--- src/rtl/team_05_wb_pkg.sv ---
// Shared register-map constants for the team 05 Wishbone slave.
package team_05_wb_pkg;

    // Register offsets as seen on adr_i[3:2]
    localparam logic [1:0] CTRL_OFS   = 2'd0;
    localparam logic [1:0] STATUS_OFS = 2'd1;
    localparam logic [1:0] TXDATA_OFS = 2'd2;
    localparam logic [1:0] RESULT_OFS = 2'd3;

    localparam int CTRL_EN_BIT     = 0;
    localparam int CTRL_IRQ_EN_BIT = 1;
    localparam int CTRL_CLR_BIT    = 2;

    localparam int ST_EMPTY_BIT = 0;
    localparam int ST_FULL_BIT  = 1;
    localparam int ST_CNT_LSB   = 2;
    localparam int ST_OVF_BIT   = 8;
    localparam int ST_OVR_BIT   = 9;
    localparam int ST_PEND_BIT  = 10;
    localparam int ST_BUSY_BIT  = 11;

endpackage

--- src/rtl/team_05_cmd_fifo.sv ---
// Circular command buffer, 32-bit entries, power-of-two depth.
// Clear has priority over push and pop in the same cycle.
module team_05_cmd_fifo #(
    parameter int FIFO_DEPTH = 4,
    parameter int CNT_W      = $clog2(FIFO_DEPTH) + 1
) (
    input  logic             clk_i,
    input  logic             nrst_i,
    input  logic             push_i,
    input  logic             pop_i,
    input  logic             clear_i,
    input  logic [31:0]      data_i,
    output logic             full_o,
    output logic             empty_o,
    output logic [CNT_W-1:0] count_o,
    output logic [31:0]      head_o
);
    localparam int PTR_W = $clog2(FIFO_DEPTH);

    logic [31:0]      mem_q [FIFO_DEPTH];
    logic [31:0]      mem_d [FIFO_DEPTH];
    logic [PTR_W-1:0] rd_ptr_q, rd_ptr_d;
    logic [PTR_W-1:0] wr_ptr_q, wr_ptr_d;
    logic [CNT_W-1:0] count_q, count_d;
    logic             do_push, do_pop;

    assign full_o  = (count_q == CNT_W'(FIFO_DEPTH));
    assign empty_o = (count_q == '0);
    assign count_o = count_q;
    assign head_o  = mem_q[rd_ptr_q];

    always_comb begin
        mem_d    = mem_q;
        rd_ptr_d = rd_ptr_q;
        wr_ptr_d = wr_ptr_q;
        count_d  = count_q;
        do_pop   = pop_i & ~empty_o & ~clear_i;
        // A full buffer still accepts a push when the head leaves in the same cycle
        do_push  = push_i & (~full_o | do_pop) & ~clear_i;
        if (do_push) begin
            mem_d[wr_ptr_q] = data_i;
            wr_ptr_d        = wr_ptr_q + PTR_W'(1);
        end
        if (do_pop) begin
            rd_ptr_d = rd_ptr_q + PTR_W'(1);
        end
        case ({do_push, do_pop})
            2'b10:   count_d = count_q + CNT_W'(1);
            2'b01:   count_d = count_q - CNT_W'(1);
            default: count_d = count_q;
        endcase
        if (clear_i) begin
            rd_ptr_d = '0;
            wr_ptr_d = '0;
            count_d  = '0;
        end
    end

    always_ff @(posedge clk_i or negedge nrst_i) begin
        if (!nrst_i) begin
            for (int i = 0; i < FIFO_DEPTH; i++) mem_q[i] <= '0;
            rd_ptr_q <= '0;
            wr_ptr_q <= '0;
            count_q  <= '0;
        end else begin
            mem_q    <= mem_d;
            rd_ptr_q <= rd_ptr_d;
            wr_ptr_q <= wr_ptr_d;
            count_q  <= count_d;
        end
    end

endmodule

--- src/rtl/team_05_wb_slave.sv ---
// Wishbone classic slave: CTRL/STATUS/TXDATA/RESULT window, command FIFO
// toward the core and result capture with a level interrupt.
module team_05_wb_slave
    import team_05_wb_pkg::*;
#(
    parameter logic [31:0] BASE_ADDR  = 32'h3000_0000,
    parameter int          FIFO_DEPTH = 4,
    parameter int          CNT_W      = $clog2(FIFO_DEPTH) + 1
) (
    input  logic        clk_i,
    input  logic        nrst_i,
    input  logic        cyc_i,
    input  logic        stb_i,
    input  logic        we_i,
    input  logic [3:0]  sel_i,
    input  logic [31:0] adr_i,
    input  logic [31:0] dat_i,
    output logic [31:0] dat_o,
    output logic        ack_o,
    output logic        cmd_valid_o,
    input  logic        cmd_ready_i,
    output logic [31:0] cmd_data_o,
    input  logic        res_valid_i,
    input  logic [31:0] res_data_i,
    input  logic        core_busy_i,
    output logic        irq_o
);
    logic             ack_q, ack_d;
    logic [31:0]      dat_q, dat_d;
    logic             en_q, en_d;
    logic             irq_en_q, irq_en_d;
    logic             ovf_q, ovf_d;
    logic             ovr_q, ovr_d;
    logic             pend_q, pend_d;
    logic [31:0]      result_q, result_d;
    logic             irq_q, irq_d;

    logic             in_win, req, wr, rd;
    logic [1:0]       ofs;
    logic             fifo_push, fifo_pop, fifo_clear;
    logic             fifo_full, fifo_empty;
    logic [CNT_W-1:0] fifo_count;
    logic [31:0]      fifo_head;
    logic [31:0]      status;
    logic [31:0]      rd_mux;
    logic             unused_adr;

    assign unused_adr = ^adr_i[1:0];

    assign in_win = (adr_i[31:4] == BASE_ADDR[31:4]);
    // ack_q masks the request so every access takes exactly two cycles
    assign req    = cyc_i & stb_i & in_win & ~ack_q;
    assign wr     = req & we_i;
    assign rd     = req & ~we_i;
    assign ofs    = adr_i[3:2];

    assign cmd_valid_o = en_q & ~fifo_empty;
    assign cmd_data_o  = fifo_head;
    assign fifo_pop    = cmd_valid_o & cmd_ready_i;
    assign fifo_push   = wr & (ofs == TXDATA_OFS) & (sel_i == 4'hF);
    assign fifo_clear  = wr & (ofs == CTRL_OFS) & sel_i[0] & dat_i[CTRL_CLR_BIT];

    assign ack_o = ack_q;
    assign dat_o = dat_q;
    assign irq_o = irq_q;

    team_05_cmd_fifo #(
        .FIFO_DEPTH (FIFO_DEPTH),
        .CNT_W      (CNT_W)
    ) u_cmd_fifo (
        .clk_i   (clk_i),
        .nrst_i  (nrst_i),
        .push_i  (fifo_push),
        .pop_i   (fifo_pop),
        .clear_i (fifo_clear),
        .data_i  (dat_i),
        .full_o  (fifo_full),
        .empty_o (fifo_empty),
        .count_o (fifo_count),
        .head_o  (fifo_head)
    );

    always_comb begin
        status                         = '0;
        status[ST_EMPTY_BIT]           = fifo_empty;
        status[ST_FULL_BIT]            = fifo_full;
        status[ST_CNT_LSB +: CNT_W]    = fifo_count;
        status[ST_OVF_BIT]             = ovf_q;
        status[ST_OVR_BIT]             = ovr_q;
        status[ST_PEND_BIT]            = pend_q;
        status[ST_BUSY_BIT]            = core_busy_i;
    end

    always_comb begin
        rd_mux = '0;
        case (ofs)
            CTRL_OFS: begin
                rd_mux[CTRL_EN_BIT]     = en_q;
                rd_mux[CTRL_IRQ_EN_BIT] = irq_en_q;
            end
            STATUS_OFS: rd_mux = status;
            RESULT_OFS: rd_mux = result_q;
            default:    rd_mux = '0;
        endcase
    end

    always_comb begin
        ack_d    = req;
        dat_d    = rd ? rd_mux : '0;
        en_d     = en_q;
        irq_en_d = irq_en_q;
        ovf_d    = ovf_q;
        ovr_d    = ovr_q;
        pend_d   = pend_q;
        result_d = result_q;
        irq_d    = irq_en_q & pend_q;

        if (wr && ofs == CTRL_OFS && sel_i[0]) begin
            en_d     = dat_i[CTRL_EN_BIT];
            irq_en_d = dat_i[CTRL_IRQ_EN_BIT];
        end
        if (wr && ofs == STATUS_OFS && sel_i[1]) begin
            if (dat_i[ST_OVF_BIT]) ovf_d = 1'b0;
            if (dat_i[ST_OVR_BIT]) ovr_d = 1'b0;
        end
        if (rd && ofs == RESULT_OFS) begin
            pend_d = 1'b0;
        end

        // New events win over a same-cycle clear so nothing is silently lost
        if (fifo_push && fifo_full && !fifo_pop) begin
            ovf_d = 1'b1;
        end
        if (res_valid_i) begin
            result_d = res_data_i;
            pend_d   = 1'b1;
            if (pend_q) ovr_d = 1'b1;
        end
    end

    always_ff @(posedge clk_i or negedge nrst_i) begin
        if (!nrst_i) begin
            ack_q    <= 1'b0;
            dat_q    <= '0;
            en_q     <= 1'b0;
            irq_en_q <= 1'b0;
            ovf_q    <= 1'b0;
            ovr_q    <= 1'b0;
            pend_q   <= 1'b0;
            result_q <= '0;
            irq_q    <= 1'b0;
        end else begin
            ack_q    <= ack_d;
            dat_q    <= dat_d;
            en_q     <= en_d;
            irq_en_q <= irq_en_d;
            ovf_q    <= ovf_d;
            ovr_q    <= ovr_d;
            pend_q   <= pend_d;
            result_q <= result_d;
            irq_q    <= irq_d;
        end
    end

endmodule

--- config.mk ---
export PLATFORM = sky130hd
export DESIGN_NAME = team_05_wb_slave
export DESIGN_NICKNAME = d
export VERILOG_FILES = /design/src/rtl/team_05_wb_pkg.sv /design/src/rtl/team_05_cmd_fifo.sv /design/src/rtl/team_05_wb_slave.sv
export SDC_FILE = /design/constraint.sdc
export NUM_CORES = 1
export LEC_CHECK = 0
export CORE_MARGIN = 2
export CORE_UTILIZATION = 45
export CTS_CLUSTER_SIZE = 8
export DETAILED_ROUTE_END_ITERATION = 8
export HOLD_SLACK_MARGIN = 0.12
export PLACE_DENSITY_LB_ADDON = 0.2
export SETUP_SLACK_MARGIN = 0.4
export SYNTH_ARGS = -nofsm -noshare
export SYNTH_HDL_FRONTEND = slang
export SYNTH_SLANG_ARGS = --single-unit
--- constraint.sdc ---
create_clock -name clk_i -period 2.4 [get_ports clk_i]
set_clock_uncertainty 0.05 [all_clocks]
set_input_delay 0.48 -clock clk_i [delete_from_list [all_inputs] [get_ports clk_i]]
set_output_delay 0.48 -clock clk_i [all_outputs]
set_load 0.05 [all_outputs]
; Word-level counts from Yosys, hierarchy flattened
; Cells that the tools add are included.
[op_classes]
addsub = 4
n_shift = 0
n_div = 0
bitwise = 25
mux = 24
n_mul = 0
n_reduce_logical = 18
eq_ne = 8
n_lt_le_gt_ge = 3
[op_table]
columns = operator, count
row1 = 128-bit bitwise mux, 1
row2 = 32-bit two-way mux, 4
row3 = 32-bit binary-select mux with 2-bit select, 1
row4 = 32-bit demux with 2-bit select, 1
row5 = 30-bit one-hot mux with 2 select lines, 1
row6 = 28-bit by 26-bit equality test with 1-bit output (second input constant), 1
row7 = 1-bit bitwise AND, 17
row8 = 2-bit nonzero test, 5
row9 = 1-bit two-way mux, 9
row10 = 1-bit logical AND, 8
row11 = 2-bit two-way mux, 4
row12 = 2-bit equality test (second input constant), 3
row13 = 3-bit greater-or-equal comparator (second input constant), 2
row14 = 2-bit NOT with 3-bit output, 2
row15 = 2-bit one-hot mux with 3 select lines, 1
row16 = 3-bit one-hot mux with 2 select lines, 1
row17 = 1-bit NOT, 5
row18 = 2-bit by 1-bit adder with 2-bit output (second input constant), 2
row19 = 2-bit by 1-bit equality test with 1-bit output (second input constant), 2
row20 = 4-bit equality test (second input constant), 1
row21 = 3-bit by 1-bit adder with 3-bit output (second input constant), 1
row22 = 3-bit equality test (second input constant), 1
row23 = 3-bit zero test, 1
row24 = 3-bit by 1-bit less-than comparator with 1-bit output (second input constant), 1
row25 = 7 further kinds, 7
[word_totals]
rom_bits = 0
ram_bits = 0
n_memories = 0
register_bits = 206
latchBits = 0

; Longest topological paths before layout
[depth]
word_depth = 15
depth_mapped = 9
depth_no_buf = 8

; Hierarchy
; Synthesis repeated with hierarchy kept, for this count alone.
[unflattened]
cells_unflattened = 570
hier_area_um2 = 9506.6
[by_module_without_submodules]
columns = mod, seq_area_each_um2, n_inst, cells_each, area_each_um2
row1 = team_05_cmd_fifo, 3378.2, 1, 374, 6721.4
row2 = team_05_wb_slave, 1776.7, 1, 196, 2785.2

; Worst setup path after synthesis
; OpenSTA, ideal clock, no wires.
[synth_path]
path_kind = reg2reg
start = register ack_q (netlist: ack_o)
end = register u_cmd_fifo.count_q[2] (netlist: u_cmd_fifo.count_o[2])
slack_ps = -360
path_stages_with_launch = 9
arrival_ps = 2582
path_cell_list = dfrtp_1 nor4_2 nand4_4 nor4_4 nor3_1 fa_1 and2_1 mux2i_1 mux2_1
[synth_between]
elab_chain_cells = 14
word_cells_on_any_way = 18
cone_classes = eq/ne: 2 / mux: 2 / bitwise: 13 / reduce/logical: 1
[synth_rtl]
columns = element, line
row1 = start: declaration, team_05_wb_slave.sv:28  ; logic ack_q, ack_d;
row2 = start signal: assignment, team_05_wb_slave.sv:153  ; ack_q <= ack_d;
row3 = 1-bit NOT (*), team_05_wb_slave.sv:52  ; assign req = cyc_i & stb_i & in_win & ~ack_q;
row4 = 1-bit bitwise AND (*), team_05_wb_slave.sv:52
row5 = 1-bit bitwise AND (*), team_05_wb_slave.sv:53  ; assign wr = req & we_i;
row6 = 1-bit bitwise AND (3 in a row), team_05_wb_slave.sv:61  ; assign fifo_clear = wr & (ofs == CTRL_OFS) & sel_i[0] & dat_i[CTRL_CLR_BIT];
row7 = 1-bit NOT, "team_05_cmd_fifo.sv:37, team_05_cmd_fifo.sv:39"
row8 = 1-bit bitwise AND, team_05_cmd_fifo.sv:37  ; do_pop = pop_i & ~empty_o & ~clear_i;
row9 = 1-bit OR, team_05_cmd_fifo.sv:39  ; do_push = push_i & (~full_o | do_pop) & ~clear_i;
row10 = 1-bit bitwise AND (2 in a row), team_05_cmd_fifo.sv:39
row11 = 2-bit by 1-bit equality test with 1-bit output / 2-bit equality test (equally long branches), team_05_cmd_fifo.sv:47  ; case ({do_push, do_pop})
row12 = 3-bit one-hot mux with 2 select lines, team_05_cmd_fifo.sv:47
row13 = 3-bit two-way mux, team_05_cmd_fifo.sv:52  ; if (clear_i) begin
row14 = end signal: assignment, team_05_cmd_fifo.sv:69  ; count_q <= count_d;
row15 = end: declaration, team_05_cmd_fifo.sv:24  ; logic [CNT_W-1:0] count_q, count_d;
; Mark *: on every way between the ends. The rest lies on a longest branch, timed or not.
; A chain may end at the register's enable or synchronous reset.

; Worst setup path in the final report
[layout_path]
start = register u_cmd_fifo.rd_ptr_q[0]
end = output cmd_data_o[20]
[layout_between]
elab_chain_cells = 4
[layout_rtl]
columns = element, line
row1 = start: declaration, team_05_cmd_fifo.sv:22  ; logic [PTR_W-1:0] rd_ptr_q, rd_ptr_d;
row2 = start signal: assignment, team_05_cmd_fifo.sv:67  ; rd_ptr_q <= rd_ptr_d;
row3 = 2-bit NOT with 3-bit output (not written as such), team_05_cmd_fifo.sv:30  ; assign head_o = mem_q[rd_ptr_q];
row4 = 32-bit binary-select mux with 2-bit select, team_05_cmd_fifo.sv:30
row5 = 32-bit two-way mux (not written as such) (2 in a row), team_05_cmd_fifo.sv:30
row6 = end: declaration, team_05_wb_slave.sv:22  ; output logic [31:0] cmd_data_o,
; No other way between the ends. The select of a mux whose other input is x is not followed.

==> impl_results.md <==
- CP endpoint kind: output pin
- Final ANT Viol Nets: 0
- Yosys warnings: 0
- Combinational power share: about 5.6%
- Int Pwr: 0.00593 W
- Fin cells: around 1,100
- Worst slew margin relative to its limit: roughly three fifths
- Final Cell Area: 13,400 sq um
- Final Max Tran Viols: 0
- Area post-placement: roughly 12,000 sq um
- Power Dens Cells: roughly 560 nW/um^2
- Clk_lat worst skew: 530 ps
- Post-synthesis register bit count: between 200 and 250
- Post-Route WL: around 22 mm
- Failing checks: negative setup slack
- Register area: ~5200 sq um
- Total power: ~0.0075 W
- Hold WC Path Type: flop to flop
- Num CTS Buffers: 29
- Cell count after placement: between 1,000 and 1,500
- Initial Util: between 40% and 50%
- Global-route wire length before repair: ~36 mm
- Final hold vios: 0
- Simple-gate portion of the synthesized area: 6.73%
- Clock Tree Buf Depth: 3
- Total Nets Final: between 900 and 1,000
- FILL cells: ~1,400
- Starting DRT DRC Count: approximately 160
- CTS tree: yes
- P_sw: 0.00160 W
- Drc violations: 0
- Max Clock Freq: about 400 MHz
- H-tree Lvls: 1
- Syn Nets: approximately 660
- Setup WS post-layout: -64.7 ps
- Gpl congestion: between 0.7 and 0.8
- Data required, critical path: approximately 1900 ps
- Post-Syn Area: about 9400 sq um
- FP Rows: 52
- Path depth of the worst reg2reg path: 9
- Setup violators final: 28
- Avg Cell Area, Syn: about 17 sq um
- Final HPWL DP: around 14 mm
- Power share of the clock group: about 47%
- Clock sink total: slightly above 200
- Fin crit share: 103%
- Status: complete, but fails checks
- Cell count after synthesis: 550
- Area occupied by multi-input gates: roughly 4200 sq um
- Max Cap Viol: 0
- Largest net degree at the start of global routing: between 70 and 80
- Share of layout cells above drive strength 1: approximately half
- Worst-margin pin slew: 600 ps
- CP arrival: 1930 ps
- Adder-Cell Fraction of Synth Area: less than 1%
- Wire per inst: 20.4 um
- Core area: 20,300 sq um
- Mux cell area share after synthesis: 33.6%
- CP Launch Type: flop
- CP Max Fanout: 5
- Reg clk slew, reported paths: roughly 50 ps
- Root buf cell: clkbuf_16
- Layout area overhead: 42.8%
- Top Ports: ~180
- RSZ-0062 raised after global routing: true
- Worst r2r src: ack_o
- Static Leakage: 6.71 nW
- Seq pwr share: 47.3%
- Die Ht: approximately 150 um
- Sequential-to-total area share from yosys stat: between 50% and 60%
- Distinct cells, synth: 49
- Vias per cell: between 5 and 6
- Vias: ~5,600
- Tot GR Track Use: 20.9%
- Worst Min Path Start: result_q[19]
- Min Tclk post-route: approximately 2500 ps
- Xor/xnor cell area share of the yosys netlist: 0.187%
- Sw frac: a little over a fifth
- Diode count: 0
- Antenna violations before repair: 1
- WS Path Type: flop to output pin
- Die width: about 150 um
- Drt pass-1 iters: 4
- Vias in the first global route: 6,512
- # port buffers: about 170
- Synth Area in Compound Gates: under 10%
- Largest family of logic cells by synthesized area: multiplexers
- Gr ovfl total: 0
- DIE AREA: roughly 22,000 sq um
- Hold depth: 1
- Crit. Startpoint: u_cmd_fifo.rd_ptr_q[0]
- Worst slack, placed: -614 ps
- Peak VDD IR: a little over 500 uV
[cells in the final DEF, fill, tap and decap left out, types with 4 or more instances in the layout]
| cell type | instances |
|---|---|
| inv_1 | 4 |
| clkdlybuf4s15_1 | 6 |
| mux2i_1 | 11 |
| dlymetal6s2s_1 | 10 |
| nor2_1 | 13 |
| dlygate4sd2_1 | 27 |
| mux4_2 | 32 |
| clkbuf_16 | 29 |
| dfrtp_1 | 203 |
| and2_4 | 24 |
| ha_1 | 4 |
| clkdlybuf4s50_1 | 94 |
| nand3_4 | 4 |
| mux2_2 | 34 |
| buf_6 | 36 |
| buf_12 | 28 |
| mux2_4 | 129 |
| buf_16 | 7 |
| buf_4 | 38 |
| nor4_4 | 7 |
[power by group through the flow]
stage | Combinational (W) | Clock (W) | Sequential [W]
floorplan | 0.000104 | 0 | 0.00361
global placement | 0.000410 | 0 | 0.00361
detailed placement | 0.000427 | 0 | 0.00362
CTS | 0.000431 | 0.00365 | 0.00356
global route | 0.000463 | 0.00380 | 0.00357
finish | 0.000422 | 0.00355 | 0.00356
[synth_stat cells, drive strengths merged]
| library cell | count | area (sq um) |
|---|---|---|
| a21o | 1 | 7.51 |
| a21oi | 2 | 21.3 |
| a22o | 1 | 8.76 |
| a31oi | 3 | 18.8 |
| a32o | 1 | 10.0 |
| and2 | 25 | 156 |
| and3 | 1 | 6.26 |
| and3b | 2 | 17.5 |
| and4b | 2 | 20.0 |
| and4bb | 1 | 12.5 |
| buf | 21 | 186 |
| clkbuf | 8 | 30.0 |
| dfrtp | 206 | 5150 |
| fa | 1 | 20.0 |
| ha | 4 | 50.1 |
| inv | 4 | 15.0 |
| mux2 | 165 | 2310 |
| mux2i | 11 | 110 |
| mux4 | 32 | 721 |
| nand2 | 3 | 11.3 |
| nand3 | 5 | 75.1 |
| nand3b | 3 | 22.5 |
| nand4 | 5 | 58.8 |
| nand4bb | 1 | 11.3 |
| nor2 | 17 | 71.3 |
| nor2b | 3 | 18.8 |
| nor3 | 4 | 31.3 |
| nor3b | 1 | 7.51 |
| nor4 | 9 | 109 |
| o21ai | 3 | 15.0 |
| o21ba | 1 | 10.0 |
| o21bai | 1 | 7.51 |
| o311a | 1 | 10.0 |
| xnor2 | 1 | 8.76 |
| xor2 | 1 | 8.76 |
[sequential cells by signal, summed over array words and instances (netlist names)]
name	count
u_cmd_fifo.count_o	3
result_q	32
u_cmd_fifo.rd_ptr_q	2
ovr_q	1
irq_o	1
u_cmd_fifo.mem_q	128
ack_o	1
dat_o	32
en_q	1
ovf_q	1
pend_q	1
irq_en_q	1
u_cmd_fifo.wr_ptr_q	2
[metal layers]
layer / vias up / global-route usage [%] / part of all wire (%)
li1: 2501 / - / -
met1: 2866 / 27.3 / 42
met2: 162 / 34.7 / 49
met3: 38 / 6.50 / 7.5
met4: 0 / 4.67 / 1.8
met5: - / 0 / 0
[path summary, 6_finish.rpt]
kind | slack (ps) | endpoint
worst max-delay path | -60 | cmd_data_o[20]
worst min register to register | 440 | dat_o[19]
worst max register to register | 10 | u_cmd_fifo.count_o[2]
min in group asynchronous | 480 | u_cmd_fifo.mem_q[120]
worst min-delay path | 440 | dat_o[19]
max in group asynchronous | 1150 | result_q[28]
[final cells by class]
class                           instances  area share [%]
Clock buffer                           32            5.59
Clock inverter                          1           0.150
Inverter                                4           0.112
Multi-Input combinational cell        311            31.4
Sequential cell                       206            38.6
Tap cell                              270            2.53
Timing Repair Buffer                  252            21.6
[cell families after synthesis]
kind of cell             Yosys count
AND/OR/NAND/NOR                   82
adder cells (fa/ha/maj)            5
AO/OA/AOI/OAI                     14
multiplexers                     208
flip-flops                       206
XOR/XNOR                           2
buffers and inverters             33
[critical path: stages, from the launching register on]
cell and delay, ps:
dfrtp_2 410, buf_6 140, buf_12 130, mux4_2 550
buf_12 170
[metrics by stage]
step	util, %	hold slack, ps	setup TNS [ps]
after floorplan	-	134	-455
after global placement	58.3	407	-44810
after detailed placement	58.3	412	-48800
after CTS	65.3	443	-1350
after global routing	65.8	453	-3340
final	65.8	440	-822
[what timing repair did]
action,CTS,global route
pin swaps,13,8
hold buffers,1,0
endpoints found under the hold margin,63,0
buffers inserted,22,4
gates resized for setup,124,27
cloned,7,0
endpoints found under the setup margin,232,207
Power figures use the tool's default switching activity.
